**src/rtl/uart_pkg.sv**
```systemverilog
// Shared types and helpers for the 8N1 UART receiver.
// Imported by the receiver top module and its testbench.
package uart_pkg;

  localparam int DATA_BITS = 8;

  typedef enum logic [2:0] {
    IDLE,
    START,
    DATA,
    STOP,
    DONE
  } state_t;

  function automatic int clks_per_bit(
    input int clk_freq,
    input int baud
  );
    return clk_freq / baud;
  endfunction

endpackage

```
**src/rtl/uart_rx_core_if.sv**
```systemverilog
// Serial-side and byte-side signals of the UART receiver.
// The slave modport belongs to the receiver, master to its user.
interface uart_rx_core_if;
  import uart_pkg::*;

  logic                 rx_in;
  logic                 rx_enable_signal;
  logic                 rx_done_signal;
  logic [DATA_BITS-1:0] rx_data;

  modport slave (
    input  rx_in,
    input  rx_enable_signal,
    output rx_done_signal,
    output rx_data
  );

  modport master (
    output rx_in,
    output rx_enable_signal,
    input  rx_done_signal,
    input  rx_data
  );

endinterface

```
**src/rtl/uart_sync_edge.sv**
```systemverilog
// Two-flop synchroniser for the serial line plus a falling-edge
// detector on the synchronised value. All flops reset to idle-high.
module uart_sync_edge (
  input  logic clk,
  input  logic rst,
  input  logic d_i,
  output logic sync_o,
  output logic fall_o
);

  logic [2:0] sh_q;
  logic [2:0] sh_d;

  always_comb begin
    sh_d = {sh_q[1:0], d_i};
  end

  always_ff @(posedge clk) begin
    if (!rst) begin
      sh_q <= 3'b111;
    end else begin
      sh_q <= sh_d;
    end
  end

  // sh_q[1] is the synchronised line, sh_q[2] its previous value
  assign sync_o = sh_q[1];
  assign fall_o = sh_q[2] & ~sh_q[1];

endmodule

```
**src/rtl/uart_rx_core.sv**
```systemverilog
// 8N1 UART receiver: centre-sampling FSM, baud counter and shift
// register; emits each good byte with a one-cycle done strobe.
module uart_rx_core
  import uart_pkg::*;
#(
  parameter int CLK_FREQ  = 200_000_000,
  parameter int BAUD_RATE = 1_000_000
) (
  input  logic           clk,
  input  logic           rst,
  uart_rx_core_if.slave  bus
);

  localparam int CPB = clks_per_bit(CLK_FREQ, BAUD_RATE);
  localparam int CW  = $clog2(CPB);
  localparam int IW  = $clog2(DATA_BITS);

  localparam logic [CW-1:0] CNT_LAST = CW'(CPB - 1);
  localparam logic [CW-1:0] CNT_HALF = CW'(CPB / 2 - 1);
  localparam logic [IW-1:0] IDX_LAST = IW'(DATA_BITS - 1);

  logic line;
  logic fall;

  state_t               state_q, state_d;
  logic [CW-1:0]        cnt_q, cnt_d;
  logic [IW-1:0]        idx_q, idx_d;
  logic [DATA_BITS-1:0] shreg_q, shreg_d;
  logic [DATA_BITS-1:0] data_q, data_d;

  uart_sync_edge u_sync (
    .clk    (clk),
    .rst    (rst),
    .d_i    (bus.rx_in),
    .sync_o (line),
    .fall_o (fall)
  );

  always_comb begin
    state_d = state_q;
    cnt_d   = cnt_q;
    idx_d   = idx_q;
    shreg_d = shreg_q;
    data_d  = data_q;

    if (state_q != IDLE && !bus.rx_enable_signal) begin
      state_d = IDLE;
      cnt_d   = '0;
    end else begin
      unique case (state_q)
        IDLE: begin
          cnt_d = '0;
          if (bus.rx_enable_signal && fall) begin
            state_d = START;
          end
        end
        START: begin
          if (cnt_q == CNT_HALF) begin
            cnt_d = '0;
            idx_d = '0;
            // high at mid start bit means a glitch
            state_d = line ? IDLE : DATA;
          end else begin
            cnt_d = cnt_q + 1'b1;
          end
        end
        DATA: begin
          if (cnt_q == CNT_LAST) begin
            cnt_d          = '0;
            shreg_d[idx_q] = line;
            if (idx_q == IDX_LAST) begin
              state_d = STOP;
            end else begin
              idx_d = idx_q + 1'b1;
            end
          end else begin
            cnt_d = cnt_q + 1'b1;
          end
        end
        STOP: begin
          if (cnt_q == CNT_LAST) begin
            cnt_d = '0;
            if (line) begin
              data_d  = shreg_q;
              state_d = DONE;
            end else begin
              state_d = IDLE;
            end
          end else begin
            cnt_d = cnt_q + 1'b1;
          end
        end
        DONE: begin
          state_d = IDLE;
        end
        default: begin
          state_d = IDLE;
          cnt_d   = '0;
        end
      endcase
    end
  end

  always_ff @(posedge clk) begin
    if (!rst) begin
      state_q <= IDLE;
      cnt_q   <= '0;
      idx_q   <= '0;
      shreg_q <= '0;
      data_q  <= '0;
    end else begin
      state_q <= state_d;
      cnt_q   <= cnt_d;
      idx_q   <= idx_d;
      shreg_q <= shreg_d;
      data_q  <= data_d;
    end
  end

  assign bus.rx_done_signal = (state_q == DONE);
  assign bus.rx_data        = data_q;

endmodule

```
**src/flat_wrapper.sv**
```systemverilog
// flat-port wrapper written by rule: the top's interface ports become plain ports
module uart_rx_core_flat import uart_pkg::*;
#(
  parameter int CLK_FREQ  = 200_000_000,
  parameter int BAUD_RATE = 1_000_000
)
  (clk, rst, bus_rx_in, bus_rx_enable_signal, bus_rx_done_signal, bus_rx_data);
  uart_rx_core_if bus_i ();
  input  logic clk;
  input  logic rst;
  input wire logic [$bits(bus_i.rx_in)-1:0] bus_rx_in;
  input wire logic [$bits(bus_i.rx_enable_signal)-1:0] bus_rx_enable_signal;
  output wire logic [$bits(bus_i.rx_done_signal)-1:0] bus_rx_done_signal;
  output wire logic [$bits(bus_i.rx_data)-1:0] bus_rx_data;
  assign bus_i.rx_in = bus_rx_in;
  assign bus_i.rx_enable_signal = bus_rx_enable_signal;
  assign bus_rx_done_signal = bus_i.rx_done_signal;
  assign bus_rx_data = bus_i.rx_data;
  uart_rx_core #(.CLK_FREQ(CLK_FREQ), .BAUD_RATE(BAUD_RATE)) u_core (.clk(clk), .rst(rst), .bus(bus_i));
endmodule
```
**config.mk**
```make
export PLATFORM = sky130hd
export DESIGN_NAME = uart_rx_core_flat
export DESIGN_NICKNAME = d
export VERILOG_FILES = /design/src/rtl/uart_pkg.sv /design/src/rtl/uart_rx_core_if.sv /design/src/rtl/uart_sync_edge.sv /design/src/rtl/uart_rx_core.sv /design/src/flat_wrapper.sv
export SDC_FILE = /design/constraint.sdc
export NUM_CORES = 1
export LEC_CHECK = 0
export BUFFER_PORTS_ARGS = -buffer_cell sky130_fd_sc_hd__buf_2
export CORE_AREA = 4 4 79 81
export CTS_CLUSTER_SIZE = 40
export DETAILED_ROUTE_END_ITERATION = 16
export DIE_AREA = 0 0 83 85
export SLEW_MARGIN = 0
export SYNTH_ARGS = -nofsm -noshare
export SYNTH_HDL_FRONTEND = slang
export SYNTH_HIERARCHICAL = 1
export SYNTH_SLANG_ARGS = --single-unit
```
**constraint.sdc**
```tcl
create_clock -name clk -period 4.65 [get_ports clk]
set_clock_uncertainty 0.15 [all_clocks]
set_input_delay 0.93 -clock clk [delete_from_list [all_inputs] [get_ports clk]]
set_output_delay 0.93 -clock clk [all_outputs]
set_load 0.01 [all_outputs]
```
## Yosys cells after proc, flatten, opt, wreduce, memory -nomap -nowiden

Cells that the tools add are included.

| operators by class | value |
|---|---|
| $add $sub $neg | 2 |
| $lt $le $gt $ge | 2 |
| equality and inequality tests | 13 |
| mux-type cells | 18 |
| bitwise logic cells | 4 |
| reductions and logical operators | 13 |

Operators with widths:

| operator | count |
|---|---|
| 2-to-1 mux 3 bit | 9 |
| case mux 8 bit (3 select lines) | 1 |
| 2-to-1 mux 8 bit | 2 |
| case mux 3 bit (4 select lines) | 1 |
| != test 2 x 1 -> 1 bit, second input constant | 5 |
| AND reduction 5 bit | 2 |
| adder 8 x 1 -> 8 bit, second input constant | 1 |
| bitwise mux 8 bit | 1 |
| equality test 8 x 7 -> 1 bit, second input constant | 1 |
| equality test 8 bit, second input constant | 1 |
| equality test 3 x 2 -> 1 bit, second input constant | 2 |
| equality test 3 bit, second input constant | 2 |
| case mux 3 bit (2 select lines) | 1 |
| < comparator 3 x 4 -> 1 bit, second input constant | 1 |
| AND reduction 4 bit | 1 |
| OR reduction 2 bit | 2 |
| adder 3 x 1 -> 3 bit, second input constant | 1 |
| demux 1 bit (select 3 bit) | 1 |
| equality test 3 x 1 -> 1 bit, second input constant | 1 |
| >= comparator 3 x 1 -> 1 bit, second input constant | 1 |
| logical AND 1 bit | 3 |
| logical NOT 3 bit | 1 |
| inverter 1 bit | 3 |
| AND reduction 3 bit | 1 |
| other kinds (7) | 7 |

| word-level totals | value |
|---|---|
| bits in registers | 33 |

## Logic depth before layout (Yosys ltp)

Gate-level depths: netlist (run 1).

| logic depth | value |
|---|---|
| word-level depth | 5 |
| mapped depth | 6 |

## By module

Netlist (run 1), hierarchy kept.

Modules (own cells, without submodules):

| module | instances | cells an instance | area an instance (µm²) | sequential area each (µm²) |
|---|---|---|---|---|
| uart_rx_core | 1 | 168 | 1535.2 | 600.6 |
| uart_sync_edge | 1 | 7 | 85.1 | 60.1 |

## Worst setup path after synthesis (run 1)

OpenSTA, ideal clock, no wires.

| path | value |
|---|---|
| path type | input -> register |
| start | input bus_rx_enable_signal |
| end | register u_core.shreg_q[1] |
| setup time | 0.131 ns |
| data arrival time | 1.877 ns |
| data required time | 4.369 ns |
| slack | 2.491 ns |
| stages on the path | 5 |
| path buffers | 1 |
| cells stage by stage | nand4bb_1 -> or4_1 -> buf_2 -> o311ai_1 -> o41ai_1 |

| between the ends | value |
|---|---|
| word-level cells in the longest chain between the ends | 4 |

Ends and longest elaborated chain:

| item | RTL line | RTL |
|---|---|---|
| from (decl) | flat_wrapper.sv:12 | `input wire logic [$bits(bus_i.rx_enable_signal)-1:0] bus_rx_enable_signal;` |
| logical NOT 1 bit | uart_rx_core.sv:46 | `if (state_q != IDLE && !bus.rx_enable_signal) begin` |
| logical AND 1 bit | uart_rx_core.sv:46 |  |
| inverter 1 bit (no line) | -- |  |
| AND reduction 3 bit (no line) | -- |  |
| to (signal assigned) | uart_rx_core.sv:115 | `shreg_q <= shreg_d;` |
| to (decl) | uart_rx_core.sv:28 | `logic [DATA_BITS-1:0] shreg_q, shreg_d;` |

No other way between the ends.
A chain may end at the register's enable or synchronous reset.

## Worst setup path after layout (run 1)

| path | value |
|---|---|
| start | register u_core.state_q[1] |
| end | output bus_rx_done_signal |

| between the ends | value |
|---|---|
| word-level cells in the longest chain between the ends | 1 |

Ends and longest elaborated chain:

| item | RTL line | RTL |
|---|---|---|
| from (decl) | uart_rx_core.sv:25 | `state_t state_q, state_d;` |
| from (signal assigned) | uart_rx_core.sv:112 | `state_q <= state_d;` |
| equality test 3 bit | uart_rx_core.sv:120 | `assign bus.rx_done_signal = (state_q == DONE);` |
| to (decl) | flat_wrapper.sv:13 | `output wire logic [$bits(bus_i.rx_done_signal)-1:0] bus_rx_done_signal;` |

No other way between the ends.

==> results by stage, run 1 <==
Worst hold path:
- Along the worst hold path, the cell count comes to 1.
- The path with the worst hold slack has its endpoint at u_core/u_sync/sh_q[1].
- The origin of the worst min-delay path is u_core/u_sync/sh_q[0].
- The worst hold path belongs to the class flip-flop to flip-flop.

Setup path:
- On the worst path, the slowest cell contributes a delay of roughly 0.59 ns.
- For the worst setup path, the data required time is between 3 and 4 ns.
- Counting cells, the worst reg-to-reg path comes to 5.
- For the worst setup path, the data arrival time is 1.50 ns.
- The most critical setup path has its startpoint at u_core/state_q[1].
- The number of cells on the critical path is 3.
- The flop-to-flop setup slack is 2.57 ns.
- Counting both buffers and inverters, the worst setup path holds a total of 2.
- The worst register-to-register path begins at u_core/cnt_q[0].
- The startpoint kind of the worst setup timing path is a flip-flop.
- The gate family responsible for the most delay along the worst path is flip-flops.
- In this run the critical register-to-register path is captured at u_core/shreg_q[1].
- In this run the worst path has a maximum fanout of 12.
- The worst setup path is of the flip-flop to output port kind.
- The kind of end point of the critical path is an output port.
- The critical path goes through inv_1 -> and3_1 -> buf_2.
- The slowest cell on the critical path is sky130_fd_sc_hd__dfxtp_1.

Routing:
- Dividing the detail-routed wire length by the instance count gives about 12 um.
- For this run, design rule violations remaining after detail routing come to 0.
- The average via count per standard cell is 4.961.
- The count of vias placed by the detailed router is approximately 1.3k.
- The remaining antenna violation count after routing is 0.
- After detailed routing, the total wire length is 3207 um.
- In this run, the number of DRC markers left after iteration 0 of detailed routing was 119.
- For this run, the detailed router's first-pass iteration total came to 4.

Finish:
- The final instance area is roughly 1800 um2.
- The layout cell share with drive strength beyond 1 is between 10% and 20%.
- The final design utilization is 33.20%.
- The number of antenna repair diodes is 0.
- The layout has 594 filler cells.
- The area taken by flip-flops and latches is 660.6 um2.
- The final layout net count is between 150 and 200.
- Summing all multi-input logic gate instances after layout gives 897.1 um2.
- Compared with the post-synthesis result, the final layout area differs by 12.12%.

Synthesis:
- The synthesized netlist occupies a cell area of 1620 um2.
- Summing the areas of all compound-gate instances in the mapped netlist gives 11.66% of the synthesized area.
- Summing the areas of all xor and xnor instances in the mapped netlist gives 0% of the synthesized area.
- Summing the areas of all and, or, nand and nor instances in the mapped netlist gives 30.89% of the synthesized area.
- Of the total synthesized cell area, the portion taken by full adders, half adders and majority gates is 2.317%.
- The portion of synthesized area spent on multiplexers is 10.50%.
- By area, the combinational part of the netlist is dominated by simple AND/OR/NAND/NOR gates.
- The number of distinct library cells after synthesis is 42.
- When the netlist entered floorplanning its net count stood at 182.
- The gate count of the mapped netlist is 175.
- Synthesis inferred 33 register bits.
- The mean post-synth cell area is roughly 9 um2.
- The register area share after synthesis is 40.77%.
- Yosys printed 6 warnings.

Power:
- Net switching is a little under a quarter of the power.
- The logic gate share of total power is 3.0%.
- In this run the static leakage power is 0.7026 nW.
- The sequential group share of total power is 55.6%.
- In this run the power density over the cells is 282.8 nW/um2.
- VDD sags by at most 110.6 uV.
- The clock network fraction of design power is 41.4%.
- Internal power comes to 0.3927 mW.
- The total power after layout is 0.5137 mW.
- Summed over all nets, the switching power comes to between 0.1 and 0.15 mW.

Flow run:
- Max-cap violations in this run came to 0.

Global route:
- Across every metal layer, demand over resource in global routing totals 9.503%.
- The initial antenna violation count is 0.
- The first global-routing pass estimated 5533 um of wire.
- The pin count of the biggest net entering global routing is 28.
- The number of global-route vias before repair is 1160.
- The sum of overflow across all layers after global routing is 0.

Floorplanning:
- The die is 83 um wide.
- 13 I/O pins were placed.
- The height of the die is 85 um.
- Once the floorplan was initialized, standard cells occupied 29.61% of the core.
- The initialized floorplan defines 27 standard-cell rows.
- The core region is 5473 um2.
- The overall die area is 7055 um2.

Clock network:
- The tree is rooted in a sky130_fd_sc_hd__clkbuf_8.
- The number of buffers inserted by post-CTS setup repair is 0.
- The number of buffers added by the clock tree synthesis step is 5.
- Once the clock tree was built, the resizer swapped 0 gates to a different size.
- The number of H-tree branching levels is 2.
- The longest clock path from root to sink contains 2 buffers.
- The TritonCTS clock tree is done.
- The total clock sinks is 33.
- The clock latency of the later-clocked register in the worst-skew pair is 0.28 ns.
- The post-cts hold buffer count is 0.
- Clock-pin slew was measured on the worst setup and hold paths at approximately 0.080 ns.

STA:
- Headroom to the max-slew limit came out at 48.38%.
- The tightest hold path in the finished design has a slack of 0.2657 ns.
- Setup violations remaining at the end of the flow were counted as 0.
- Setup repair after global routing left no endpoint under its margin.
- The final cycle utilization of the critical path is 55.49%.
- The hold violation total from the final report came to 0.
- Static timing analysis puts the maximum clock frequency at 387.5 MHz.
- The number of max-slew violations in the final report is 0.
- The total negative slack is 0 ns.
- Subtracting the final worst setup slack from the clock period gives ~2.6 ns.
- For the pin with the worst max-slew slack, the measured transition is 0.7672 ns.

Run status:
- The flow ran to the end, and the final reports show no timing, DRC or antenna violations.

Placement:
- The cell area reported after detailed placement is 1730 um2.
- Port buffering added 12 buffers.
- The final weighted congestion of routability-driven global placement is 0.7200.
- Once detailed placement completed, the half-perimeter wirelength came to 2177 um.
-- metrics by stage --
| stage | instances | setup WS [ns] |
|---|---|---|
| final | 257 | 2.070 |
| after global routing | 257 | 1.983 |
| after CTS | 257 | 2.057 |
| after detailed placement | 249 | 2.239 |
| after global placement | 249 | 2.268 |
| after floorplan | 175 | 2.491 |
-- flip-flops by register name, indices dropped and copies added, names as in the netlist --
signal and count:
u_core/bus.rx_data 8, u_core/cnt_q 8, u_core/idx_q 3, u_core/shreg_q 8
u_core/state_q 3, u_core/u_sync/sh_q 3
-- power groups by stage --
| stage | combinational (mW) | clock (mW) | sequential [mW] |
|---|---|---|---|
| 4_1_cts | 0.0157 | 0.222 | 0.285 |
| 3_5_place_dp | 0.0156 | 0 | 0.292 |
| 6_report | 0.0154 | 0.213 | 0.285 |
| 3_3_place_gp | 0.0155 | 0 | 0.292 |
| 2_1_floorplan | 0.0107 | 0 | 0.291 |
| 5_1_grt | 0.0173 | 0.231 | 0.286 |
-- cell usage in the layout, fill, tap and decap left out, types with 2 or more instances in the layout --
master                      count
sky130_fd_sc_hd__nand2b_1       5
sky130_fd_sc_hd__and3_1         3
sky130_fd_sc_hd__ha_1           3
sky130_fd_sc_hd__dfxtp_1       33
sky130_fd_sc_hd__mux2i_1       17
sky130_fd_sc_hd__inv_1          4
sky130_fd_sc_hd__and4b_1        2
sky130_fd_sc_hd__or3_1          2
sky130_fd_sc_hd__o21ai_0        5
sky130_fd_sc_hd__clkinv_2       2
sky130_fd_sc_hd__nand4_1        3
sky130_fd_sc_hd__buf_2         12
sky130_fd_sc_hd__nand4b_1       2
sky130_fd_sc_hd__a31oi_1        5
sky130_fd_sc_hd__nor3b_2        2
sky130_fd_sc_hd__nand3b_1       5
sky130_fd_sc_hd__nor2_1         8
sky130_fd_sc_hd__nor2b_1        9
sky130_fd_sc_hd__a21oi_1        7
sky130_fd_sc_hd__or4_1          2
sky130_fd_sc_hd__nand4bb_1      2
sky130_fd_sc_hd__nand3_1        7
sky130_fd_sc_hd__clkbuf_8       5
sky130_fd_sc_hd__nand2_1       20
-- cell usage after synthesis (all sizes together) --
master / n / area [um2]
or4: 2 / 15.01
nor3: 1 / 5.000
a21o: 1 / 7.510
o41ai: 1 / 8.760
nand3b: 5 / 37.54
o21bai: 1 / 7.510
and4bb: 1 / 12.51
inv: 4 / 15.01
nand3: 7 / 35.03
o311ai: 1 / 8.760
nor2b: 9 / 56.30
nor2: 8 / 30.03
and4b: 2 / 20.02
and3: 3 / 18.77
a2111oi: 1 / 27.53
nor3b: 3 / 32.53
nand2: 20 / 75.07
a32oi: 1 / 8.760
mux2i: 17 / 170.2
nand4: 4 / 31.28
buf: 7 / 32.53
nand2b: 5 / 31.28
a31oi: 5 / 31.28
a21oi: 7 / 35.03
nand4bb: 2 / 22.52
nor4: 1 / 6.260
o21ai: 6 / 30.02
and3b: 1 / 8.760
o31ai: 1 / 7.510
ha: 3 / 37.54
o211ai: 1 / 7.510
nand4b: 2 / 17.52
clkbuf: 4 / 15.01
o2111ai: 1 / 8.760
dfxtp: 33 / 660.6
or3: 2 / 12.51
nor4b: 2 / 32.53
-- layout make-up --
class	instances	area share, %
Clock buffer	5	3.788
Inverter	4	0.8264
Timing Repair Buffer	13	3.719
Sequential cell	33	36.36
Multi-Input combinational cell	127	49.38
Clock inverter	3	0.9642
Tap cell	72	4.959
-- worst max path at each step --
stage,end,slack [ns]
2_1_floorplan,u_core/shreg_q[1],2.49
3_3_place_gp,u_core/shreg_q[1],2.27
3_5_place_dp,u_core/shreg_q[1],2.24
4_1_cts,bus_rx_done_signal,2.06
5_1_grt,bus_rx_done_signal,1.98
6_report,bus_rx_done_signal,2.07
-- logic make-up after synthesis --
| logic type | count (synthesis) |
|---|---|
| compound gates | 27 |
| fa+ha+maj | 3 |
| buf+inv | 15 |
| flops | 33 |
| mux | 17 |
| simple gates | 80 |
-- per-layer routing --
layer  vias to the layer above  track usage, %  wire length, um
li1                        656               -                -
met1                       588           12.42             1594
met2                        25           14.50             1442
met3                         6           1.748              118
met4                         0           5.795               51
met5                         -               0                0
Power figures use the tool's default switching activity.
==> run 2: changes to the inputs <==
Clock period 4.65 ns to 2.1 ns, I/O delays scaled along.
==> run 2 against run 1 <==
  * Worst hold slack lost 0.097 ns
  * Global-route usage up 0.28 points
  * Combinational power rose to 2.6 times the previous value
  * Final cell count up 3.5%
==> results by stage, run 2 (synthesized netlist as in run 1, its figures left out) <==
Placement:
- The number of I/O port buffers was 12 (unchanged).
- The pre-CTS setup slack is 0.05906 ns (-2.180 ns).
- The total half-perimeter wirelength after legalization and detailed placement came to 2250 um (+3.3%).
- The cell area reported after detailed placement is 1790 um2 (+3.5%).
- The final weighted congestion of routability-driven global placement is 0.7942 (+10%).

Routing:
- The length of the first detailed-routing pass in iterations is 4 (unchanged).
- The violation count after the first detailed-routing iteration is 63 (-47%).
- The remaining antenna violation count after routing was 0 (unchanged).
- The count of vias placed by the detailed router is 1312 (+2.9%).
- The remaining routing DRC violations is 0 (unchanged).
- The average wire per standard cell is 12.38 um (-0.79%).
- The average via count per standard cell is 4.932 (-0.58%).
- The sum of routed wire length over all layers was 3293 um (+2.7%).

Global route:
- The overall track demand over capacity in global routing came to 9.784% (+0.28 points).
- The sum of overflow across all layers after global routing is 0 (unchanged).
- The pin count of the biggest net entering global routing is 19 (-32%).
- The wire length of the first global-routing pass is 5658 um (+2.3%).
- The initial antenna violation count is 0 (unchanged).
- The number of global-route vias before repair was 1240 (+6.9%).

Setup path:
- The highest fanout seen on the critical path is 9 (-3).
- The flop-to-flop setup slack is 0.13 ns (-2.44 ns).
- The count of buffer and inverter cells on the critical path is 3 (+1).
- The worst setup path is captured at an output port.
- The maximum single-stage delay on the critical path is 0.36 ns (-0.23 ns).
- In this run the worst setup path begins at u_core/state_q[0].
- Walking the worst path, the cells encountered are buf_4 -> inv_1 -> and3_1 -> buf_2.
- The startpoint identified for the worst register-to-register timing path is u_core/cnt_q[0].
- The number of cells traversed by the worst register-to-register path came to 5 (unchanged).
- The worst setup path is launched from a flip-flop.
- The critical register-to-register path endpoint is u_core/shreg_q[1].
- The number of cells on the critical path is 4 (+1).
- The type of the setup path with the least slack is flip-flop to output port.
- The required time of the critical path is 1.53 ns (-2.04 ns).
- The signal arrival time at the worst endpoint is 1.42 ns (-0.08 ns).
- The largest individual stage delay along the critical path comes from the cell sky130_fd_sc_hd__and3_1.
- The gate family responsible for the most delay along the worst path is buffers and inverters.
- The critical path ends at bus_rx_done_signal.

Clock network:
- The register clock-pin slew on the reported worst setup and hold paths is 0.07 ns (about the same).
- The number of H-tree branching levels came to 2 (unchanged).
- The total clock sinks is 33 (unchanged).
- The number of buffers added by the clock tree synthesis step is 5 (unchanged).
- The post-cts hold buffer count is 0 (unchanged).
- The worst-case clock buffer depth is 2 (unchanged).
- The clock latency of the later-clocked register in the worst-skew pair was 0.29 ns (about the same).
- The TritonCTS clock tree is done.
- The master cell of the clock root buffer is sky130_fd_sc_hd__clkbuf_8.

Finish:
- The library cell used most frequently in the layout, excluding fill and tap cells, is sky130_fd_sc_hd__dfxtp_1.
- The final instance area is 1889 um2 (+4.0%).
- In the layout the commonest cells are sky130_fd_sc_hd__dfxtp_1, sky130_fd_sc_hd__nand2_1, sky130_fd_sc_hd__mux2i_1.
- The area overhead of the layout relative to synthesis is 16.60%.
- The filler cell count in the final layout is 582 (-2.0%).
- The number of antenna repair diodes was 0 (unchanged).
- The layout cell share with drive strength beyond 1 came to 19.59% (+5.5 points).
- The final layout net count is 200 (+4.7%).

STA:
- The setup violation total in the final timing report was 0 (unchanged).
- The worst path needs a little under 2 ns of the cycle, external delays included.
- Static timing analysis puts the maximum clock frequency at 503.4 MHz.
- The worst setup slack after layout is 0.1135 ns (-1.956 ns).
- The tightest hold margin is 0.1683 ns (-0.09748 ns).
- The total negative slack is 0 ns (unchanged).
- The number of max-slew violations in the final report was 0 (unchanged).
- The hold violation total from the final report is 0 (unchanged).
- The actual transition at the worst max-transition pin is 0.7292 ns (-0.03800 ns).
- The remaining max-slew budget at the tightest pin was 51.06% (+2.7 points).
- The final critical path takes up 94.59% of the cycle.

Run status:
- The run finished with clean final reports.

Floorplanning:
- The number of rows in the core area was 27 (unchanged).
- The area of the core is 5473 um2 (unchanged).
- The width of the die came to 83 um (unchanged).
- The I/O pin count came to 13 (unchanged).
- The overall die area was 7055 um2 (unchanged).
- The initial cell density of the core is 29.61% (unchanged).
- The height of the die is 85 um (unchanged).

Worst hold path:
- In this run the worst hold path is classified as input pin to flip-flop.

Power:
- The peak ir drop on the vdd network is 274.2 uV (+150%).
- The leakage power came to 0.7492 nW (+6.6%).
- The power per standard cell area is 601.6 nW/um2 (+110%).

Flow run:
- The max-cap check violation count is 0 (unchanged).
## run 2: changes by cell type in the layout (fill, tap and decap cells not counted)
cell and delta:
sky130_fd_sc_hd__dfxtp_2 +1, sky130_fd_sc_hd__or4_4 +1, sky130_fd_sc_hd__buf_4 +9, sky130_fd_sc_hd__and4bb_1 -1
sky130_fd_sc_hd__and4bb_2 +1, sky130_fd_sc_hd__or4_1 -1, sky130_fd_sc_hd__dfxtp_1 -1
## run 2: routing by layer
metal	track usage (%)	vias up	part of all wire, %
li1	-	671	-
met1	12.72	618	52
met2	14.65	21	45
met3	2.718	2	2.3
met4	5.349	0	1.2
met5	0	-	0
## run 2: worst register-to-register path, stage by stage (launching register included)
cell and delay [ns]:
sky130_fd_sc_hd__dfxtp_1 0.36, sky130_fd_sc_hd__ha_1 0.24, sky130_fd_sc_hd__nand4bb_1 0.15, sky130_fd_sc_hd__or4_4 0.59
sky130_fd_sc_hd__o311ai_1 0.26, sky130_fd_sc_hd__o41ai_1 0.11
## run 2: final cells by class
cell class	count	area (um2)	share of cell area [%]
clock buffers	5	68.82	3.642
clock inverters	3	17.52	0.9272
inverters	4	15.01	0.7947
multi-input cells	127	900.9	47.68
flip-flops and latches	33	661.9	35.03
well taps	72	90.09	4.768
repair buffers	22	135.1	7.152
## run 2: worst min-delay path by stage
stage                            end  slack [ns]                  start  cells past startpoint
2_1_floorplan  u_core/u_sync/sh_q[1]        0.24  u_core/u_sync/sh_q[0]                      1
4_1_cts        u_core/u_sync/sh_q[0]        0.16              bus_rx_in                      2
3_3_place_gp   u_core/u_sync/sh_q[1]        0.24  u_core/u_sync/sh_q[0]                      1
3_5_place_dp   u_core/u_sync/sh_q[1]        0.25  u_core/u_sync/sh_q[0]                      1
6_report       u_core/u_sync/sh_q[0]        0.17              bus_rx_in                      2
5_1_grt        u_core/u_sync/sh_q[0]        0.17              bus_rx_in                      2
## run 2: metrics by stage
| step | total power [mW] | std cells | util [%] |
|---|---|---|---|
| 6_report | 1.137 | 266 | 34.52 |
| 5_1_grt | 1.186 | 266 | 34.52 |
| 4_1_cts | 1.154 | 265 | 34.29 |
| 3_5_place_dp | 0.6856 | 257 | 32.72 |
| 3_3_place_gp | 0.6857 | 257 | 32.72 |
| 2_1_floorplan | 0.6680 | 175 | - |
## run 2: what timing repair did
| action | CTS | global route |
|---|---|---|
| hold endpoints to repair | 0 | 0 |
| setup buffers | 0 | 1 |
| resized for setup | 0 | 3 |
| setup endpoints to repair | 0 | 8 |
## run 2: power breakdown
| part | leakage [nW] | total [mW] | internal (mW) | switching (mW) |
|---|---|---|---|---|
| combinational | 0.438 | 0.0397 | 0.0158 | 0.0239 |
| sequential | 0.267 | 0.631 | 0.629 | 0.00230 |
| clock | 0.0439 | 0.466 | 0.228 | 0.237 |
==> run 3: changes to the inputs <==
Settings changed: ABC_AREA set to 1, CORE_AREA 4 4 79 81 to 4 4 82 84, DIE_AREA 0 0 83 85 to 0 0 86 88.
==> run 3 against run 2 <==
  * Area after synthesis increased by 7.9%
  * Cell area increased by 4.2%
  * Utilization shrank 1.3 points
  * Worst setup slack improved by 0.14 ns
  * Synthesized cell count increased by 57%
  * Sequential power up 11%
  * Global-route usage increased by 0.079 points
  * Die area grew 7.3%
  * Critical path depth unchanged
  * Sequential share of layout area down 1.5 points
==> results by stage, run 3 <==
Run status:
- The flow ran to the end, and the final reports show no timing, DRC or antenna violations.

Setup path:
- The slowest cell on the critical path is sky130_fd_sc_hd__dfxtp_1.
- The worst register-to-register path begins at u_core/cnt_q[0].
- STA classifies the critical path endpoint as an output port.
- The highest fanout seen on the critical path was 7 (-2).
- The number of cells traversed by the worst register-to-register path is 8 (+3).
- The signal arrival time at the worst endpoint was 1.28 ns (-0.14 ns).
- The critical path starts at u_core/state_q[1].
- The critical register-to-register path endpoint is u_core/bus.rx_data[6].
- The maximum single-stage delay on the critical path is 0.35 ns (about the same).
- The gate family responsible for the most delay along the worst path is buffers and inverters.
- The flop-to-flop setup slack was 0.26 ns (+0.13 ns).
- STA classifies the critical path startpoint as a flip-flop.
- The required time of the critical path was 1.53 ns (about the same).
- The number of cells on the critical path was 4 (unchanged).
- The critical path is of the flip-flop to output port type.
- The most critical setup path has its endpoint at bus_rx_done_signal.
- The count of buffer and inverter cells on the critical path is 3 (unchanged).
- The critical path goes through inv_2 -> nand3_1 -> inv_1 -> buf_2.

Clock network:
- The clock latency of the later-clocked register in the worst-skew pair is 0.28 ns (about the same).
- The master cell of the clock root buffer is sky130_fd_sc_hd__clkbuf_8.
- The register clock-pin slew on the reported worst setup and hold paths is 0.07 ns (about the same).
- The number of buffers inserted by post-CTS setup repair came to 0 (unchanged).
- The total clock sinks is 33 (unchanged).
- The post-cts repair resize count is 0 (unchanged).
- The number of H-tree branching levels is 2 (unchanged).
- The number of buffers added by the clock tree synthesis step is 5 (unchanged).
- The TritonCTS clock tree is done.
- The post-cts hold buffer count was 0 (unchanged).
- The worst-case clock buffer depth is 2 (unchanged).

Flow run:
- The max-cap check violation count is 0 (unchanged).

Synthesis:
- By count the netlist is led by sky130_fd_sc_hd__nand2_1, sky130_fd_sc_hd__nor2_1, sky130_fd_sc_hd__inv_1.
- The number of warnings reported in the yosys synthesis log is 6 (unchanged).
- The mean post-synth cell area is 6.379 um2 (-31%).
- The async set-or-reset flop fraction in the synthesized netlist came to 0% (unchanged).
- The main flop type after synthesis is sky130_fd_sc_hd__dfxtp_1.
- The cell area after technology mapping is 1748 um2 (+7.9%).
- The number of flops mapped to enable cells by yosys came to 0 (unchanged).
- The biggest area contributor in the post-synthesis netlist is sky130_fd_sc_hd__dfxtp_1.
- The cell with the most instances after synthesis is sky130_fd_sc_hd__nand2_1.
- The area share of the leading cell type in the synthesized netlist came to 37.80% (-3.0 points).
- The synthesized netlist net count came to 281 (+54%).
- The number of distinct library cells after synthesis is 25 (-40%).
- The register area share after synthesis was 37.80% (-3.0 points).
- After synthesis, the cell types taking the most area are sky130_fd_sc_hd__dfxtp_1, sky130_fd_sc_hd__nand2_1, sky130_fd_sc_hd__nor2_1.
- The gate count of the mapped netlist is 274 (+57%).
- The synthesis-stage register bit count is 33 (unchanged).

STA:
- The clock period minus final worst setup slack came to 1.846 ns (-0.1401 ns).
- Setup repair after global routing left no endpoint under its margin.
- The remaining max-slew budget at the tightest pin was 77.13% (+26 points).
- The setup violation total in the final timing report is 0 (unchanged).
- The actual transition at the worst max-transition pin is 0.3427 ns (-0.3865 ns).
- The hold violation total from the final report is 0 (unchanged).
- The number of max-slew violations in the final report is 0 (unchanged).
- The maximum clock rate is 541.6 MHz (+7.6%).
- The total negative slack is 0 ns (unchanged).
- The final cycle utilization of the critical path is 87.92% (-6.7 points).

Worst hold path:
- The class of the most critical hold timing path is input pin to flip-flop.

Floorplanning:
- The I/O pin count was 13 (unchanged).
- The height of the die was 88 um (+3.5%).
- The initial cell density of the core was 29.52% (-0.084 points).
- The area of the core is 5921 um2 (+8.2%).
- The overall die area was 7568 um2 (+7.3%).
- The width of the die came to 86 um (+3.6%).
- The number of rows in the core area is 28 (+3.7%).

Routing:
- The met2 layer wire length in the routed design was 1408 um (-4.5%).
- The remaining routing DRC violations was 0 (unchanged).
- The average wire per standard cell is 9.114 um (-26%).
- The count of vias placed by the detailed router is 1567 (+19%).
- The sum of routed wire length over all layers is 3345 um (+1.6%).
- The detailed route wirelength on metal3 was 142 um (+87%).
- The violation count after the first detailed-routing iteration is 94 (+49%).
- The wire length on met1 is 1711 um (+0.41%).
- The remaining antenna violation count after routing is 0 (unchanged).
- The length of the first detailed-routing pass in iterations is 4 (unchanged).
- The average via count per standard cell was 4.270 (-13%).
- The uppermost layer routed is met4.

Global route:
- The overall track demand over capacity in global routing was 9.863% (+0.079 points).
- The sum of overflow across all layers after global routing is 0 (unchanged).
- The pin count of the biggest net entering global routing is 23 (+4).
- The number of global-route vias before repair was 1380 (+11%).
- The initial antenna violation count came to 0 (unchanged).
- The wire length of the first global-routing pass is 5982 um (+5.7%).

Power:
- The power per standard cell area was 792.1 nW/um2 (+32%).
- The logic gate share of total power is 25.8% (+22 points).
- The peak ir drop on the vdd network was 284.6 uV (+3.8%).
- The cell-internal power is 1.013 mW (+16%).
- The clock network fraction of design power is 29.1% (-12 points).
- The share of total power consumed by net switching is 35.03% (+12 points).
- The leakage power is 1.085 nW (+45%).
- The switching power was 0.5461 mW (+110%).
- The sequential group share of total power is 45.1% (-10 points).

Finish:
- The final design utilization is 33.24% (-1.3 points).
- The library cell used most frequently in the layout, excluding fill and tap cells, is sky130_fd_sc_hd__nand2_1.
- The filler cell count in the final layout is 639 (+9.8%).
- The number of antenna repair diodes came to 0 (unchanged).
- The top cell types in the final layout, fill and taps aside, are sky130_fd_sc_hd__nand2_1, sky130_fd_sc_hd__nor2_1, sky130_fd_sc_hd__inv_1.
- The layout cell share with drive strength beyond 1 is 13.01% (-6.6 points).
- Relative to the synthesized area, the layout overhead comes to 12.60%.
- The final layout net count is 298 (+49%).

Placement:
- The number of I/O port buffers came to 12 (unchanged).
- The total half-perimeter wirelength after legalization and detailed placement is 2476 um (+10%).
- The final weighted congestion of routability-driven global placement is 0.8489 (+6.9%).
## run 3: cell count changes after synthesis, moves of 5 or more
cell | previous run | this run
sky130_fd_sc_hd__nand2_1 | 20 | 75
sky130_fd_sc_hd__mux2i_1 | 17 | 0
sky130_fd_sc_hd__inv_1 | 4 | 45
sky130_fd_sc_hd__nor2b_1 | 9 | 0
sky130_fd_sc_hd__nor2_1 | 8 | 56
sky130_fd_sc_hd__nand3b_1 | 5 | 0
sky130_fd_sc_hd__nand2b_1 | 5 | 0
sky130_fd_sc_hd__nand3_1 | 7 | 14
sky130_fd_sc_hd__nand4_1 | 3 | 9
## run 3: worst min-delay path by stage
stage                                from               endpoint  slack [ns]  depth (start not counted)
finish                          bus_rx_in  u_core/u_sync/sh_q[0]        0.16                          3
global route                    bus_rx_in  u_core/u_sync/sh_q[0]        0.17                          3
CTS                             bus_rx_in  u_core/u_sync/sh_q[0]        0.15                          3
detailed placement  u_core/u_sync/sh_q[0]  u_core/u_sync/sh_q[1]        0.24                          2
global placement    u_core/u_sync/sh_q[0]  u_core/u_sync/sh_q[1]        0.24                          2
floorplan           u_core/u_sync/sh_q[0]  u_core/u_sync/sh_q[1]        0.23                          2
## run 3: logic make-up after synthesis
group / count (synthesis) / share of synthesized area, %
and+or+nand+nor: 168 / 41.59
buffers and inverters: 53 / 12.31
DFF: 33 / 37.80
AOI/OAI and AO/OA: 14 / 4.652
xor gates and xnor gates: 3 / 1.503
adders and majority gates: 3 / 2.148
## run 3: cell type report
cell class | instances | area (um2) | share of cell area, %
multi-input cells | 188 | 872.1 | 44.31
clock inverters | 2 | 10.01 | 0.5086
flip-flops and latches | 33 | 660.6 | 33.57
well taps | 75 | 93.84 | 4.768
inverters | 49 | 183.9 | 9.345
repair buffers | 14 | 75.07 | 3.814
clock buffers | 6 | 72.57 | 3.687
## run 3: worst register-to-register path: cells and delay by family (launching register included)
| family | cells | cell delay (ns) |
|---|---|---|
| DFF | 1 | 0.37 |
| adders and majority gates | 1 | 0.25 |
| and+or+nand+nor | 7 | 0.96 |
## run 3: power groups by stage
| stage | clock network [mW] | registers (mW) | logic [mW] |
|---|---|---|---|
| after floorplan | 0 | 0.708 | 0.325 |
| after global placement | 0 | 0.715 | 0.403 |
| after detailed placement | 0 | 0.717 | 0.402 |
| after CTS | 0.472 | 0.703 | 0.404 |
| after global routing | 0.504 | 0.707 | 0.481 |
| final | 0.454 | 0.703 | 0.402 |
## run 3: layer usage
metal	track usage [%]	up-vias
met5	0	-
met1	12.37	668
met4	5.612	0
li1	-	868
met2	15.56	26
met3	2.258	5
## run 3: through the flow
step	hold WS [ns]	std cells	total power [mW]	cell area (um2)	setup WS (ns)
CTS	0.1520	367	1.579	1968	0.2172
detailed placement	0.2402	359	1.119	1886	0.2342
floorplan	0.2295	274	1.033	1748	0.5111
finish	0.1554	367	1.559	1968	0.2536
global placement	0.2407	359	1.118	1886	0.3123
global route	0.1717	367	1.691	1968	0.04913
